### src/rtl/dec_scan_pkg.sv
// Shared definitions for the dec_scan decoder/scanner: FSM encoding and
// default parameter values.
package dec_scan_pkg;

    localparam int N_DEFAULT     = 3;
    localparam int DWELL_DEFAULT = 2;
    localparam int DWELL_W       = 8;

    typedef enum logic {
        IDLE = 1'b0,
        SCAN = 1'b1
    } state_e;

endpackage

### src/rtl/dec_onehot.sv
// Combinational N-to-2**N one-hot decoder with enable.
// Bit 0 of the output vector (leftmost) selects code 0.
module dec_onehot
    import dec_scan_pkg::*;
#(
    parameter int N = N_DEFAULT
) (
    input  logic [N-1:0]    code_i,
    input  logic            en_i,
    output logic [0:2**N-1] onehot_o
);

    always_comb begin
        // NOTE: assign a default before any conditional write so no latch is inferred.
        onehot_o         = '0;
        onehot_o[code_i] = en_i;
    end

endmodule

### src/rtl/dec_scan.sv
// Registered one-hot decoder with a direct mode and a timed scan mode that
// walks every code for DWELL cycles, then pulses done.
module dec_scan
    import dec_scan_pkg::*;
#(
    parameter int N     = N_DEFAULT,
    parameter int DWELL = DWELL_DEFAULT
) (
    input  logic            clk,
    input  logic            rst,
    input  logic            en,
    input  logic            mode,
    input  logic [N-1:0]    w,
    input  logic            start,
    output logic [0:2**N-1] y,
    output logic [N-1:0]    code,
    output logic            busy,
    output logic            done
);

    localparam logic [DWELL_W-1:0] DWELL_LAST = DWELL_W'(DWELL - 1);
    localparam logic [N-1:0]       CODE_LAST  = '1;

    state_e               state_q, state_d;
    logic [N-1:0]         code_q, code_d;
    logic [DWELL_W-1:0]   dwell_q, dwell_d;
    logic [0:2**N-1]      y_q, y_d;
    logic                 y_en_d;
    logic                 busy_q, busy_d;
    logic                 done_q, done_d;

    always_comb begin
        state_d = state_q;
        code_d  = code_q;
        dwell_d = dwell_q;
        y_en_d  = 1'b0;
        busy_d  = 1'b0;
        done_d  = 1'b0;

        unique case (state_q)
            IDLE: begin
                if (en) begin
                    if (!mode) begin
                        code_d = w;
                        y_en_d = 1'b1;
                    end else if (start) begin
                        state_d = SCAN;
                        code_d  = '0;
                        dwell_d = '0;
                        y_en_d  = 1'b1;
                        busy_d  = 1'b1;
                    end
                end
            end

            SCAN: begin
                // Dropping en aborts silently; code keeps its last value.
                if (!en) begin
                    state_d = IDLE;
                    dwell_d = '0;
                end else if (dwell_q == DWELL_LAST) begin
                    dwell_d = '0;
                    if (code_q == CODE_LAST) begin
                        state_d = IDLE;
                        code_d  = '0;
                        done_d  = 1'b1;
                    end else begin
                        code_d = code_q + N'(1);
                        y_en_d = 1'b1;
                        busy_d = 1'b1;
                    end
                end else begin
                    dwell_d = dwell_q + DWELL_W'(1);
                    y_en_d  = 1'b1;
                    busy_d  = 1'b1;
                end
            end

            default: state_d = IDLE;
        endcase
    end

    // Decode the next code so y is registered alongside code.
    dec_onehot #(.N(N)) u_dec_onehot (
        .code_i   (code_d),
        .en_i     (y_en_d),
        .onehot_o (y_d)
    );

    always_ff @(posedge clk) begin
        // NOTE: sequential state uses non-blocking assignments only.
        if (rst) begin
            state_q <= IDLE;
            code_q  <= '0;
            dwell_q <= '0;
            y_q     <= '0;
            busy_q  <= 1'b0;
            done_q  <= 1'b0;
        end else begin
            state_q <= state_d;
            code_q  <= code_d;
            dwell_q <= dwell_d;
            y_q     <= y_d;
            busy_q  <= busy_d;
            done_q  <= done_d;
        end
    end

    assign y    = y_q;
    assign code = code_q;
    assign busy = busy_q;
    assign done = done_q;

endmodule

### config.mk
export PLATFORM = sky130hd
export DESIGN_NAME = dec_scan
export DESIGN_NICKNAME = d
export VERILOG_FILES = /design/src/rtl/dec_scan_pkg.sv /design/src/rtl/dec_onehot.sv /design/src/rtl/dec_scan.sv
export SDC_FILE = /design/constraint.sdc
export NUM_CORES = 1
export LEC_CHECK = 0
export CAP_MARGIN = 0
export CELL_PAD_IN_SITES_DETAIL_PLACEMENT = 0
export CELL_PAD_IN_SITES_GLOBAL_PLACEMENT = 1
export CORE_MARGIN = 2
export CORE_UTILIZATION = 39
export CTS_CLUSTER_SIZE = 14
export DETAILED_ROUTE_END_ITERATION = 8
export GPL_TIMING_DRIVEN = 0
export PLACE_DENSITY_LB_ADDON = 0.1
export SKIP_LAST_GASP = 1
export SLEW_MARGIN = 30
export SYNTH_ARGS = -nofsm -noshare
export SYNTH_HDL_FRONTEND = slang
export SYNTH_SLANG_ARGS = --single-unit
### constraint.sdc
create_clock -name clk -period 3.7 [get_ports clk]
set_input_delay 0.37 -clock clk [delete_from_list [all_inputs] [get_ports clk]]
set_output_delay 0.37 -clock clk [all_outputs]
set_load 0.05 [all_outputs]
==> results of run 1 <==
cells by family (layout without fill, tap and decap cells):
logic type	Yosys count	count (layout)	share of synthesized area [%]
flip-flops	21	21	42.00
buffers and inverters	6	30	2.999
AND/OR/NAND/NOR	47	47	25.62
AO/OA/AOI/OAI	32	32	23.38
adder cells (fa/ha/maj)	4	4	5.000
multiplexers	1	1	1.000
synthesized netlist by cell type (3+ instances only):
library cell and count:
nor3_1 9, or3_1 4, dfxtp_1 21, a21oi_1 9, o21ai_0 4, nor2_1 9, a311oi_1 6, inv_1 3
nor2b_1 3, ha_1 4, nand2_1 10
worst paths after layout:
path	to	slack, ns	cells after the start
hold / removal	dwell_q[7]	0.50	1
setup reg to reg	y[7]	1.44	5
setup / recovery	y[7]	1.44	5
hold reg to reg	dwell_q[7]	0.50	1
flip-flops by register name, summed over array words and instances (netlist names):
signal,flops
code,3
dwell_q,8
busy,1
done,1
y,8
stage by stage:
| stage | setup WS, ns | total power [mW] | hold WS [ns] | utilization [%] |
|---|---|---|---|---|
| after global routing | 1.258 | 0.4269 | 0.5236 | 51.58 |
| after CTS | 1.427 | 0.4109 | 0.5074 | 51.58 |
| after global placement | 1.334 | 0.3005 | 0.4815 | 50.46 |
| after floorplan | 1.629 | 0.2770 | 0.4340 | - |
| final | 1.435 | 0.4072 | 0.5036 | 51.58 |
| after detailed placement | 1.341 | 0.3010 | 0.4891 | 50.46 |
metal layers:
| layer | global-route usage, % | up-vias |
|---|---|---|
| li1 | - | 470 |
| met1 | 21.10 | 426 |
| met2 | 30.16 | 15 |
| met3 | 3.279 | 2 |
| met5 | 0 | - |
| met4 | 6.250 | 0 |
critical path: stages (launching register included):
cell and delay [ns]:
dfxtp_1 0.41, ha_1 0.17, or4b_4 0.47, or3_4 0.37
a311oi_1 0.56, nor3_1 0.14
final cells by class:
type / count / share of cell area, %
multi-input combinational: 84 / 43.48
sequential: 21 / 33.20
timing repair buffer: 20 / 15.81
tap: 30 / 2.964
clock buffer: 3 / 1.779
buffer: 3 / 1.482
inverter: 3 / 0.8893
clock inverter: 1 / 0.3953
power by group through the flow:
stage / clock, mW / sequential, mW / combinational, mW
final: 0.111 / 0.234 / 0.0624
after global routing: 0.125 / 0.234 / 0.0677
after CTS: 0.115 / 0.234 / 0.0627
after detailed placement: 0 / 0.239 / 0.0623
after global placement: 0 / 0.239 / 0.0619
after floorplan: 0 / 0.251 / 0.0260
==> metrics.txt, run 1 <==
status=completed; total track usage=17.39%; CTS tree=built; die height=roughly 55 um; Post-Syn Nets=around 120; Post-Place Cell Area=between 0.001 and 0.0015 mm2; Top Layer Used=met4; Reg clk slew, reported paths=around 0.13 ns; filler instances=240; Post-Syn Area per Cell=between 9 and 10 um2; Mapped Area=about 0.0010 mm2; Yosys top cell by area=dfxtp_1; #FFs+latches synth=21; largest net degree at the start of global routing=13; Hold Violations, Final=0; Critical Path RT=~3.9 ns; vias per std cell=approximately 5.5; layout cell share with drive strength beyond 1=under 10%; Worst setup SP type=register; commonest non-fill, non-tap cells in the layout=dfxtp_1 (21), clkdlybuf4s50_1 (20), nand2_1 (10); setup TNS=0 ns; DR WL/cell=~14 um; Synth top area share=a little over two fifths; Most used DFF post-synth=dfxtp_1; placed insts=approximately 160; Clk Latency, worst-skew pair=0.31 ns; RSZ-0062 raised after global routing=false; VDD IR max=169.3 uV; wire length on met3=between 70 and 80 um; Synth area leaders=dfxtp_1 (42%), a311oi_1 (5.2%), ha_1 (5.0%), a21oi_1 (4.5%), nor3_1 (4.5%); Multi-input gate area=roughly 550 um2; Initial Utilization=around two fifths; Max-Cap Viols=0; register area share after synthesis=between 40% and 50%; fin nets=~150; Post-Route M1 WL=1061 um; Sw Pwr=about 0.11 mW; worst min path class=register to register; antenna-violating nets left=0; Area Growth Syn to Fin=26.50%; H-Tree Depth=1; Critical Path End Type=register; DRC Markers=0; Seq pwr share=between 50% and 60%; clock power share=between 20 and 30%; distinct cell type count after synthesis=33; period utilisation layout=between 60% and 70%; initial antenna violation count=0; DR iter-0 viols=22; most common cell after layout, fill and taps aside=dfxtp_1; clk buf depth=2; setup repair bufs after CTS=0; first-pass GRT wire length=around 3700 um; combinational power share=around 15%; Layout Cells excl Fill=around 170; clock tree root driver cell=clkbuf_4; Detail Placement HPWL=1735 um; worst r2r src=dwell_q[0]; Arrival @ worst endpoint=about 2.4 ns; Pre-antenna DRT Iters=4; I/O pin count=21; met2 WL=approximately 1200 um; critical path peak fanout=5; # setup viols final=0; GR Overflow Total=0; Slew @ Worst Pin=slightly above 0.6 ns; Post-synth EDFFs=0; std cell rows=18; critical path type=register to register; leakage power=around 0.45 nW; Max Slew Vio Count=0; Final Instance Area=0.001266 mm2; Die Footprint=0.002988 mm2; Power Dens Cells=roughly 320 mW/mm2; synthesized instance count=111; Sink Count=21; asr flop ratio synth=0%; Net Sw Frac=between 20 and 30%; DIE WIDTH=approximately 55 um; port buffer count=20; core area=about 0.0025 mm2; post_cts resized=0; Final GP Congestion=0.8557; clk_skew=0.01158 ns; DRT Wirelength=between 2000 and 2500 um; post-layout min period=2.265 ns; hold path startpoint=dwell_q[7]; number of global-route vias before repair=835; Ant. Diodes=0; Ys Warns=0; total vias in the final route=913; Fmax=~440 MHz; hold_buf cts=0; Slew HR=58.57%; number of buffers created by CTS=3; sequential cell area=roughly 420 um2; Pint=around 0.29 mW; crit path launch=dwell_q[0]
Note: power is estimated with default switching activity, not from simulation.
==> run 2: changes to the inputs <==
Settings changed: CORE_UTILIZATION 39 to 37.
Clock period 3.7 ns to 2.4 ns, I/O delays scaled along.
==> run 2 against run 1 <==
  * Register-to-register slack got worse by 1.3 ns
  * Highest routed layer unchanged
  * Clock power rose by 60%
  * First-iteration DRC count fell by 59%
  * Critical path depth rose by 1
  * Worst hold slack improved by 0.0087 ns
  * Final cell count did not move
  * Sequential share of layout area fell by 0.16 points
  * Critical path type unchanged
  * Largest power group unchanged
  * Routed wire length rose by 6.8%
  * Global-route usage fell by 0.40 points
  * Largest cell class unchanged
  * Fmax rose by 1.3%
==> metrics.txt, run 2 (synthesis results as in run 1) <==
Layout Cells excl Fill=around 170; clock tree root driver cell=clkbuf_4; Slew @ Worst Pin=between 0.6 and 0.7 ns; DR iter-0 viols=9; number of buffers created by CTS=3; fin nets=around 150; slowest cell delay on critical path=about 0.47 ns; number of global-route vias before repair=approximately 940; clk_skew=around 0.011 ns; Tot Pwr=0.6355 mW; Critical Path End Type=register; largest net degree at the start of global routing=13; port buffer count=20; Detail Placement HPWL=between 1500 and 2000 um; Arrival @ worst endpoint=approximately 2.4 ns; Slew HR=a little under three fifths; Sink Count=21; layout cell share with drive strength beyond 1=8.889%; DR WL/cell=approximately 15 um; setup slack, reg-to-reg=0.16 ns; core area=0.002522 mm2; H-Tree Depth=1; Hold Violations, Final=0; Final Instance Area=0.001272 mm2; CP max stage cell=or4b_4; DIE WIDTH=between 50 and 60 um; Fmax=approximately 450 MHz; RSZ-0062 raised after global routing=false; GR Overflow Total=0; Area Growth Syn to Fin=27.12%; initial antenna violation count=0; Buf/Inv on CP=0; Reg clk slew, reported paths=~0.13 ns; Fin Hold WS=between 0.5 and 0.6 ns; DRT Wirelength=approximately 2500 um; Pre-antenna DRT Iters=4; DRC Markers=0; critical path type=register to register; post-layout min period=between 2 and 2.5 ns; hold_buf cts=0; antenna-violating nets left=0; Max-Cap Viols=0; total vias in the final route=around 950; period utilisation layout=~93%; CTS tree=built; critical path peak fanout=5; Clk Latency, worst-skew pair=about 0.31 ns; placed insts=~160; vias per std cell=5.745; # setup viols final=0; std cell rows=18; CP Cell Sequence=ha_1 > or4b_4 > or3_4 > and3_4 > a311oi_2 > nor3_1; Worst setup SP type=register; Max Slew Vio Count=0; I/O pin count=21; die height=between 50 and 60 um; clk buf depth=2; first-pass GRT wire length=roughly 4200 um; Initial Utilization=about two fifths; filler instances=250; status=completed; worst min path class=register to register; Top delay family on crit path=simple AND/OR/NAND/NOR gates; leakage power=roughly 0.45 nW; Critical Path RT=2.59 ns; commonest non-fill, non-tap cells in the layout=dfxtp_1 (21), clkdlybuf4s50_1 (20), nand2_1 (10); Power Dens Cells=between 400 and 500 mW/mm2; most common cell after layout, fill and taps aside=dfxtp_1; VDD IR max=roughly 290 uV; setup TNS=0 ns; Final GP Congestion=0.8348; Ant. Diodes=0; total track usage=~17%; Die Footprint=between 0.003 and 0.004 mm2; Post-Place Cell Area=approximately 0.0012 mm2
==> run 2: cell types whose count changed in the layout (fill, tap and decap cells not counted) <==
cell	change
a311oi_1	-1
a311oi_2	+1
==> run 2: path summary, 6_finish.rpt <==
path,endpoint,cells past startpoint,startpoint
max,y[3],6,dwell_q[0]
max reg2reg,y[3],6,dwell_q[0]
min,dwell_q[7],1,dwell_q[7]
min reg2reg,dwell_q[7],1,dwell_q[7]
==> run 2: per-stage QoR <==
stage               setup slack, ns  utilization, %
floorplan                    0.3290               -
finish                       0.1649           50.45
global route                0.01809           50.45
detailed placement           0.1050           49.11
CTS                         0.09019           50.20
global placement             0.1445           49.11
==> run 2: timing repair <==
item                                    CTS  global route
endpoints found under the setup margin    0             4
endpoints found under the hold margin     0             0
buffers inserted                          0             0
resized for setup                         0             1
==> run 2: report_power, final <==
| group | switching (mW) | internal (mW) |
|---|---|---|
| Combinational | 0.0593 | 0.0382 |
| Clock | 0.115 | 0.0623 |
| Sequential | 0.00567 | 0.355 |
==> run 2: per-layer routing <==
metal	vias up	routed length (um)	track usage, %
li1	476	-	-
met1	445	1097	19.80
met2	18	1263	29.58
met3	9	69	2.791
met4	0	64	8.844
met5	-	0	0
==> run 2: area by class of cell <==
class | instances | area [um2] | area share, %
Buffer | 3 | 18.77 | 1.475
Sequential cell | 21 | 420.4 | 33.04
Inverter | 3 | 11.26 | 0.8850
Clock inverter | 1 | 5.005 | 0.3933
Clock buffer | 3 | 22.52 | 1.770
Multi-Input combinational cell | 84 | 556.8 | 43.76
Timing Repair Buffer | 20 | 200.2 | 15.73
Tap cell | 30 | 37.54 | 2.950
